File: src/rtl/seg_scan_mux.sv
// seg_scan_mux: time-multiplexed NDIG-digit 7-segment driver.
// A packed hex value (plus decimal points and the leading-zero flag) is
// snapshotted once per frame, so an update never tears a frame. Strobes and
// segments are active-low and registered.
// Optional feature: define SEG_BLINK_EN to add the per-digit blink port and
// the frame-based blink phase counter.
module seg_scan_mux #(
    parameter int NDIG         = 4,
    parameter int DIV          = 10000,
    parameter int BLINK_FRAMES = 64
) (
    input  logic                clk,
    input  logic                rst_n,
    input  logic                en,
    input  logic [4*NDIG-1:0]   num,
    input  logic [NDIG-1:0]     dp,
    input  logic                lz_blank,
`ifdef SEG_BLINK_EN
    input  logic [NDIG-1:0]     blink,
`endif
    output logic [NDIG-1:0]     dig,
    output logic [7:0]          seg
);

    localparam int CW = (DIV > 1) ? $clog2(DIV) : 1;
    localparam int IW = (NDIG > 1) ? $clog2(NDIG) : 1;

    logic [CW-1:0]     r_cnt;
    logic [IW-1:0]     r_idx;
    logic [4*NDIG-1:0] r_num_s;
    logic [NDIG-1:0]   r_dp_s;
    logic              r_lz_s;

    logic              w_tick;
    logic              w_wrap;
    logic              w_load;
    logic [3:0]        w_nib;
    logic [NDIG-1:0]   w_blank;
    logic [7:0]        w_seg;

    // Segment pattern g..a, active-low.
    function automatic logic [6:0] font(input logic [3:0] n);
        case (n)
            4'h0: font = 7'h40;  4'h1: font = 7'h79;
            4'h2: font = 7'h24;  4'h3: font = 7'h30;
            4'h4: font = 7'h19;  4'h5: font = 7'h12;
            4'h6: font = 7'h02;  4'h7: font = 7'h78;
            4'h8: font = 7'h00;  4'h9: font = 7'h10;
            4'hA: font = 7'h08;  4'hB: font = 7'h03;
            4'hC: font = 7'h46;  4'hD: font = 7'h21;
            4'hE: font = 7'h06;  default: font = 7'h0E;
        endcase
    endfunction

    assign w_tick = en && (r_cnt == CW'(DIV - 1));
    assign w_wrap = w_tick && (r_idx == IW'(NDIG - 1));
    // While disabled the snapshot tracks the inputs so re-enable shows fresh data.
    assign w_load = !en || w_wrap;
    assign w_nib  = r_num_s[{r_idx, 2'b00} +: 4];

    // Prescaler and digit index; both parked at 0 while disabled.
    always_ff @(posedge clk or negedge rst_n) begin
        if (!rst_n) begin
            r_cnt <= '0;
            r_idx <= '0;
        end else if (!en) begin
            r_cnt <= '0;
            r_idx <= '0;
        end else if (w_tick) begin
            r_cnt <= '0;
            r_idx <= (r_idx == IW'(NDIG - 1)) ? '0 : r_idx + 1'b1;
        end else begin
            r_cnt <= r_cnt + 1'b1;
        end
    end

    // Per-frame snapshot of the displayed value.
    always_ff @(posedge clk or negedge rst_n) begin
        if (!rst_n) begin
            r_num_s <= '0;
            r_dp_s  <= '0;
            r_lz_s  <= 1'b0;
        end else if (w_load) begin
            r_num_s <= num;
            r_dp_s  <= dp;
            r_lz_s  <= lz_blank;
        end
    end

    // Digit i is blank when it and every higher nibble are zero (never digit 0).
    always_comb begin
        logic v_zero;
        v_zero  = 1'b1;
        w_blank = '0;
        for (int i = NDIG - 1; i >= 0; i--) begin
            v_zero     = v_zero && (r_num_s[4*i +: 4] == 4'h0);
            w_blank[i] = r_lz_s && v_zero && (i != 0);
        end
    end

`ifdef SEG_BLINK_EN
    localparam int BW = (BLINK_FRAMES > 1) ? $clog2(BLINK_FRAMES) : 1;

    logic [BW-1:0]   r_bcnt;
    logic            r_phase;
    logic [NDIG-1:0] r_blink_s;

    // Blink mask is captured together with the value.
    always_ff @(posedge clk or negedge rst_n) begin
        if (!rst_n)      r_blink_s <= '0;
        else if (w_load) r_blink_s <= blink;
    end

    // Frame counter; phase flips each BLINK_FRAMES frames.
    always_ff @(posedge clk or negedge rst_n) begin
        if (!rst_n) begin
            r_bcnt  <= '0;
            r_phase <= 1'b0;
        end else if (!en) begin
            r_bcnt  <= '0;
            r_phase <= 1'b0;
        end else if (w_wrap) begin
            if (r_bcnt == BW'(BLINK_FRAMES - 1)) begin
                r_bcnt  <= '0;
                r_phase <= ~r_phase;
            end else begin
                r_bcnt <= r_bcnt + 1'b1;
            end
        end
    end

    // Segment pattern for the current slot; blinked digits go fully dark.
    always_comb begin
        w_seg = {~r_dp_s[r_idx], w_blank[r_idx] ? 7'h7F : font(w_nib)};
        if (r_phase && r_blink_s[r_idx]) w_seg = 8'hFF;
    end
`else
    // Segment pattern for the current slot.
    always_comb begin
        w_seg = {~r_dp_s[r_idx], w_blank[r_idx] ? 7'h7F : font(w_nib)};
    end
`endif

    // Registered pin drivers; dark whenever disabled.
    always_ff @(posedge clk or negedge rst_n) begin
        if (!rst_n) begin
            dig <= '1;
            seg <= 8'hFF;
        end else if (!en) begin
            dig <= '1;
            seg <= 8'hFF;
        end else begin
            dig <= ~(NDIG'(1) << r_idx);
            seg <= w_seg;
        end
    end

endmodule
File: config.mk
export PLATFORM = sky130hd
export DESIGN_NAME = seg_scan_mux
export DESIGN_NICKNAME = d
export VERILOG_FILES = /design/src/rtl/seg_scan_mux.sv
export SDC_FILE = /design/constraint.sdc
export NUM_CORES = 1
export LEC_CHECK = 0
export BUFFER_PORTS_ARGS = -buffer_cell sky130_fd_sc_hd__buf_2
export CAP_MARGIN = 10
export CELL_PAD_IN_SITES_DETAIL_PLACEMENT = 1
export CELL_PAD_IN_SITES_GLOBAL_PLACEMENT = 1
export CORE_UTILIZATION = 45
export CTS_CLUSTER_SIZE = 25
export DETAILED_ROUTE_END_ITERATION = 6
export MAX_ROUTING_LAYER = met4
export PLACE_DENSITY_LB_ADDON = 0.12
export SYNTH_ARGS = -nofsm -noshare
export SYNTH_HDL_FRONTEND = slang
export SYNTH_SLANG_ARGS = --single-unit
File: constraint.sdc
create_clock -name clk -period 4.5 [get_ports clk]
set_input_delay 0.45 -clock clk [delete_from_list [all_inputs] [get_ports clk]]
set_output_delay 0.45 -clock clk [all_outputs]
set_load 0.05 [all_outputs]
# Word-level counts from Yosys, hierarchy flattened
# Memories as Yosys holds them, arrays and structs flattened.
# Cells that the tools add are included.
dict set report classes {
  n_addsub 2
  n_lt_le_gt_ge 1
  n_eq_ne 3
  n_shift 2
  mux 12
  n_bitwise 2
  reduce_logical 12
}
# cell n
set op_table {}
lappend op_table {{$mux W14} 2}
lappend op_table {{$shiftx A16 B5 Y4} 1}
lappend op_table {{$add A14 B1 Y14 const B} 1}
lappend op_table {{$eq A14 B14 Y1 const B} 1}
lappend op_table {{$logic_not A4 Y1} 3}
lappend op_table {{$mux W8} 1}
lappend op_table {{$logic_and A1 B1 Y1} 7}
lappend op_table {{$mux W7} 1}
lappend op_table {{$mux W2} 3}
lappend op_table {{$bmux W1 S2} 2}
lappend op_table {{$mux W4} 1}
lappend op_table {{$not A4 Y4} 1}
lappend op_table {{$shl A1 B2 Y4 const A} 1}
lappend op_table {{$lt A2 B3 Y1 const B} 1}
lappend op_table {{$add A2 B1 Y2 const B} 1}
lappend op_table {{$eq A2 B2 Y1 const B} 1}
lappend op_table {{$mux W1} 2}
lappend op_table {{$ne A2 B1 Y1 const B} 1}
lappend op_table {{$logic_not A1 Y1} 1}
lappend op_table {{$logic_or A1 B1 Y1} 1}
lappend op_table {{$not A1 Y1} 1}
dict set report totals {
  reg_bits 49
  mem_bits_ro 112
  out_inout_bits 12
  elab_cells 42
  mem_count 1
}
# memory words word_bits rd rd_ports_with_merged_regs wr line_no
set memory_table {}
lappend memory_table {{(no name shown)} 16 7 1 0 0 43} ;# case (n)

# Logic depth before layout (Yosys ltp)
dict set report depth {
  word_depth 8
  depth_mapped 7
}

# Worst setup path after synthesis
# OpenSTA, ideal clock, no wires.
dict set report synth_timing {
  path_kind {register to register}
  startpoint {reg r_idx[0]}
  endpoint {reg seg[3]}
  setup_time_ns 0.082
  t_arrival_ns 2.035
  required_time_ns 4.418
  setup_slack_ns 2.383
  stages_incl_launch_ff 8
  path_buffers 1
  path_cell_list {dfrtp_1 buf_2 mux4_2 inv_1 ha_1 inv_1 mux4_2 nand2b_1}
}
dict set report synth_between {
  elab_chain_cells 4
  elab_cells_between_ends 6
}
# item line_no
set synth_lines {}
lappend synth_lines {{start: declaration} 29} ;# logic [IW-1:0] r_idx;
lappend synth_lines {{start signal: assignment} 71} ;# r_idx <= (r_idx == IW'(NDIG - 1)) ? '0 : r_idx + 1'b1;
lappend synth_lines {{$shiftx A16 B5 Y4 / $bmux W1 S2 (equally long branches)} {59, 140}}
lappend synth_lines {{$mem_v2 Z16 W7 / $mux W1 (equally long branches)} n/a}
lappend synth_lines {{$mux W7 *} 140} ;# w_seg = {~r_dp_s[r_idx], w_blank[r_idx] ? 7'h7F : font(w_nib)};
lappend synth_lines {{$mux W8 *} 149} ;# end else if (!en) begin
lappend synth_lines {{end signal: assignment} 154} ;# seg <= w_seg;
lappend synth_lines {{end: declaration} 22} ;# output logic [7:0] seg
# Every way passes the cells marked *; elsewhere a longest branch is shown, timed or not. The select of a mux whose other input is x is not followed.
# A chain may end at the register's enable or synchronous reset.

# Worst setup path in the final report
dict set report layout_timing {
  startpoint {reg r_cnt[6]}
  endpoint {reg r_lz_s}
}
dict set report layout_between {
  elab_chain_cells 4
}
# item line_no
set layout_lines {}
lappend layout_lines {{start: declaration} 28} ;# logic [CW-1:0] r_cnt;
lappend layout_lines {{start signal: assignment} 73} ;# r_cnt <= r_cnt + 1'b1;
lappend layout_lines {{$eq A14 B14 Y1} 55} ;# assign w_tick = en && (r_cnt == CW'(DIV - 1));
lappend layout_lines {{$logic_and A1 B1 Y1} 55}
lappend layout_lines {{$logic_and A1 B1 Y1} 56} ;# assign w_wrap = w_tick && (r_idx == IW'(NDIG - 1));
lappend layout_lines {{$logic_or A1 B1 Y1} 58} ;# assign w_load = !en || w_wrap;
lappend layout_lines {{end signal: assignment} 86} ;# r_lz_s <= lz_blank;
lappend layout_lines {{end: declaration} 32} ;# logic r_lz_s;
# Every way passes these cells.

==> flow_metrics.py <==
metrics = {
    "run_status": {
        "status": "finished clean",
    },
    "timing": {
        "drv_slew": 0,
        "rsz0062_at_grt": "false",
        "setup_tns_ns": 0,
        "finClkSkew_ns": 0.00579,
        "max_freq_ghz": 0.390,
        "setup_viol": 0,
        "final-hold-violation-count": 0,
        "period_minus_slack_ns": 2.57,
        "slew_headroom": 0.375,
        "finalWorstSetupSlack_ns": 1.93,
        "worstMarginPinSlew_ns": 0.934,
        "period_share": 0.570,
    },
    "synthesis": {
        "yosys_register_bits": 49,
        "avgSynthCellArea_um2": 12.9,
        "ys_types": 40,
        "yosys_warnings": 0,
        "ys_seq_area_frac": 0.501,
        "synthArstFlopShare": 1.00,
        "syn_inst": 192,
        "synth_edf_count": 0,
        "synth_area_mm2": 0.00248,
        "synth_fp_nets": 227,
        "synth_ff_type": "dfrtp_1",
    },
    "global_route": {
        "grt_usage": 0.184,
        "grt_pass1_wl_um": 8180,
        "grt_pass1_vias": 1709,
        "grt_max_degree": 50,
        "antenna_found_initial": 0,
        "grt.overflow.total": 0,
    },
    "clocking": {
        "post_cts_buffers": 0,
        "cts_sinks": 49,
        "ctsHoldBuffers": 0,
        "numCtsBuffers": 5,
        "post_cts_resized": 0,
        "cts.clk_slew.worst_paths_ns": 0.09,
        "root_buffer": "clkbuf_8",
        "cts_tree": "built",
        "cts_buffer_depth": 2,
        "clk_latency_ns": 0.30,
        "htreeDepth": 2,
    },
    "drt": {
        "drc_errors": 0,
        "drt-total-wl_um": 4660,
        "first_pass_iters": 4,
        "vias_per_cell": 5.20,
        "wl_per_cell_um": 15.6,
        "antenna_left": 0,
        "dr_total_vias": 1549,
        "drtIter0Drc": 84,
    },
    "critical_path": {
        "required_ns": 4.69,
        "crit_family": "simple AND/OR/NAND/NOR gates",
        "critPathBufInv": 0,
        "crit_arrival_ns": 2.76,
        "crit_type": "flip-flop to flip-flop",
        "critPathMaxStageDelay_ns": 0.76,
        "start_kind": "flip-flop",
        "crit_path_max_fanout": 21,
        "reg2reg_slack_ns": 1.93,
        "worstPathCellList": "or4_4 > nor2_4 > nand4_4 > o21ai_4 > mux2_2",
        "endpoint_kind": "flip-flop",
        "cpMaxStageDelayCell": "o21ai_4",
    },
    "die": {
        "core_area_mm2": 0.00520,
        "die-area_mm2": 0.00581,
        "die_h_um": 76.2,
        "rows": 26,
        "fp.dieW_um": 76.2,
        "ioPinCount": 36,
        "initial_core_util": 0.476,
    },
    "finish": {
        "final_cell_area_mm2": 0.00278,
        "post-route-util": 0.535,
        "fillCellCount": 554,
        "diodes": 0,
        "seq_area_mm2": 0.00124,
        "multi_input_area_mm2": 0.00114,
        "drive_gt1_frac": 0.399,
        "final_nets": 262,
        "area_growth_pct": 12.3,
    },
    "power_and_ir_drop": {
        "combPwrFrac": 0.169,
        "p_int_w": 0.000683,
        "power_density_mw_per_mm2": 336,
        "p_sw_w": 0.000253,
        "leakage_nw": 1.27,
        "seqPwrFrac": 0.529,
        "irDropWorstVdd_v": 0.000153,
        "p_total_w": 0.000937,
        "pwr-share-clk": 0.302,
        "swShare": 0.270,
    },
    "place": {
        "pre_cts_ws_ns": 1.94,
        "portBuffers": 35,
        "dpl_cell_area_mm2": 0.00268,
        "place_congestion": 0.799,
        "hpwl_um": 3360,
    },
    "min_path": {
        "hold_class": "primary input to asynchronous set/reset pin",
    },
    "job": {
        "drv_cap": 0,
    },
}
[Yosys cell counts (all sizes together) (3+ instances only)]
cell / count / area (µm²)
a21oi: 3 / 15.0
buf: 5 / 55.1
clkbuf: 3 / 11.3
dfrtp: 37 / 926
dfstp: 12 / 315
ha: 11 / 138
inv: 8 / 30.0
mux2: 21 / 312
mux4: 6 / 135
nand2: 13 / 48.8
nand3: 9 / 45.0
nand4: 3 / 33.8
nor2: 20 / 82.6
o211ai: 4 / 30.0
o21ai: 3 / 26.3
xnor2: 4 / 35.0
xor2: 8 / 70.1
[final cells by class]
class,count,area share
Sequential cell,49,0.446
Multi-Input combinational cell,127,0.410
Timing Repair Buffer,36,0.0656
Clock buffer,7,0.0346
Tap cell,70,0.0315
Inverter,8,0.0108
Clock inverter,1,0.00180
[routing by layer]
metal / GRT usage / share of wire / up-vias
met4: 0.0577 / 0.0092 / 0
met5: - / 0 / -
li1: - / - / 733
met3: 0.0431 / 0.032 / 5
met1: 0.223 / 0.45 / 782
met2: 0.305 / 0.51 / 29
[worst reg2reg max path, stage by stage (launching register included)]
cell,delay (ns)
dfrtp_1,0.44
or4_4,0.57
nor2_4,0.11
nand4_4,0.16
o21ai_4,0.76
mux2_2,0.42
[placed cells by master, fill, tap and decap left out, drive strengths merged, types with 2 or more instances in the layout]
| cell type | synthesis | routed |
|---|---|---|
| a21oi | 3 | 3 |
| and3 | 2 | 2 |
| buf | 5 | 36 |
| clkbuf | 3 | 7 |
| dfrtp | 37 | 37 |
| dfstp | 12 | 12 |
| ha | 11 | 11 |
| inv | 8 | 8 |
| mux2 | 21 | 21 |
| mux2i | 2 | 2 |
| mux4 | 6 | 6 |
| nand2 | 13 | 13 |
| nand2b | 2 | 2 |
| nand3 | 9 | 9 |
| nand4 | 3 | 3 |
| nor2 | 20 | 20 |
| nor4 | 2 | 2 |
| o211ai | 4 | 4 |
| o21ai | 3 | 3 |
| o221ai | 2 | 2 |
| xnor2 | 4 | 4 |
| xor2 | 8 | 8 |
[cell families after synthesis]
logic type	synth area share
AO/OA/AOI/OAI	0.0480
buffers and inverters	0.0389
AND/OR/NAND/NOR	0.126
flip-flops	0.501
adder cells (fa/ha/maj)	0.0555
XOR/XNOR	0.0424
multiplexers	0.188
[sequential cells by signal, indices dropped and copies added (netlist names)]
signal,cells
dig,4
r_cnt,14
r_dp_s,4
r_idx,2
r_lz_s,1
r_num_s,16
seg,8
[power by group through the flow]
stage / clock network, W / logic, W / registers, W
floorplan: 0 / 0.0000872 / 0.000532
detailed placement: 0 / 0.000159 / 0.000504
global route: 0.000311 / 0.000173 / 0.000500
global placement: 0 / 0.000153 / 0.000502
finish: 0.000283 / 0.000158 / 0.000496
CTS: 0.000296 / 0.000161 / 0.000496
[per-stage QoR]
stage | instances | hold WS (ns)
after floorplan | 192 | 0.154
after global placement | 290 | 0.476
after detailed placement | 290 | 0.487
after CTS | 298 | 0.253
after global routing | 298 | 0.274
final | 298 | 0.226
[final timing paths]
path / from / to / cells past startpoint
worst max-delay path: r_cnt[6]$_DFF_PN0_ / r_lz_s$_DFFE_PN0P_ / 5
worst min-delay path: rst_n / r_cnt[5]$_DFF_PN0_ / 2
worst max register to register: r_cnt[6]$_DFF_PN0_ / r_lz_s$_DFFE_PN0P_ / 5
worst min register to register: r_cnt[0]$_DFF_PN0_ / r_cnt[0]$_DFF_PN0_ / 1
max in group asynchronous: rst_n / r_cnt[13]$_DFF_PN0_ / 2
min in group clk: num[8] / r_num_s[8]$_DFFE_PN0P_ / 2
Power figures use the tool's default switching activity.
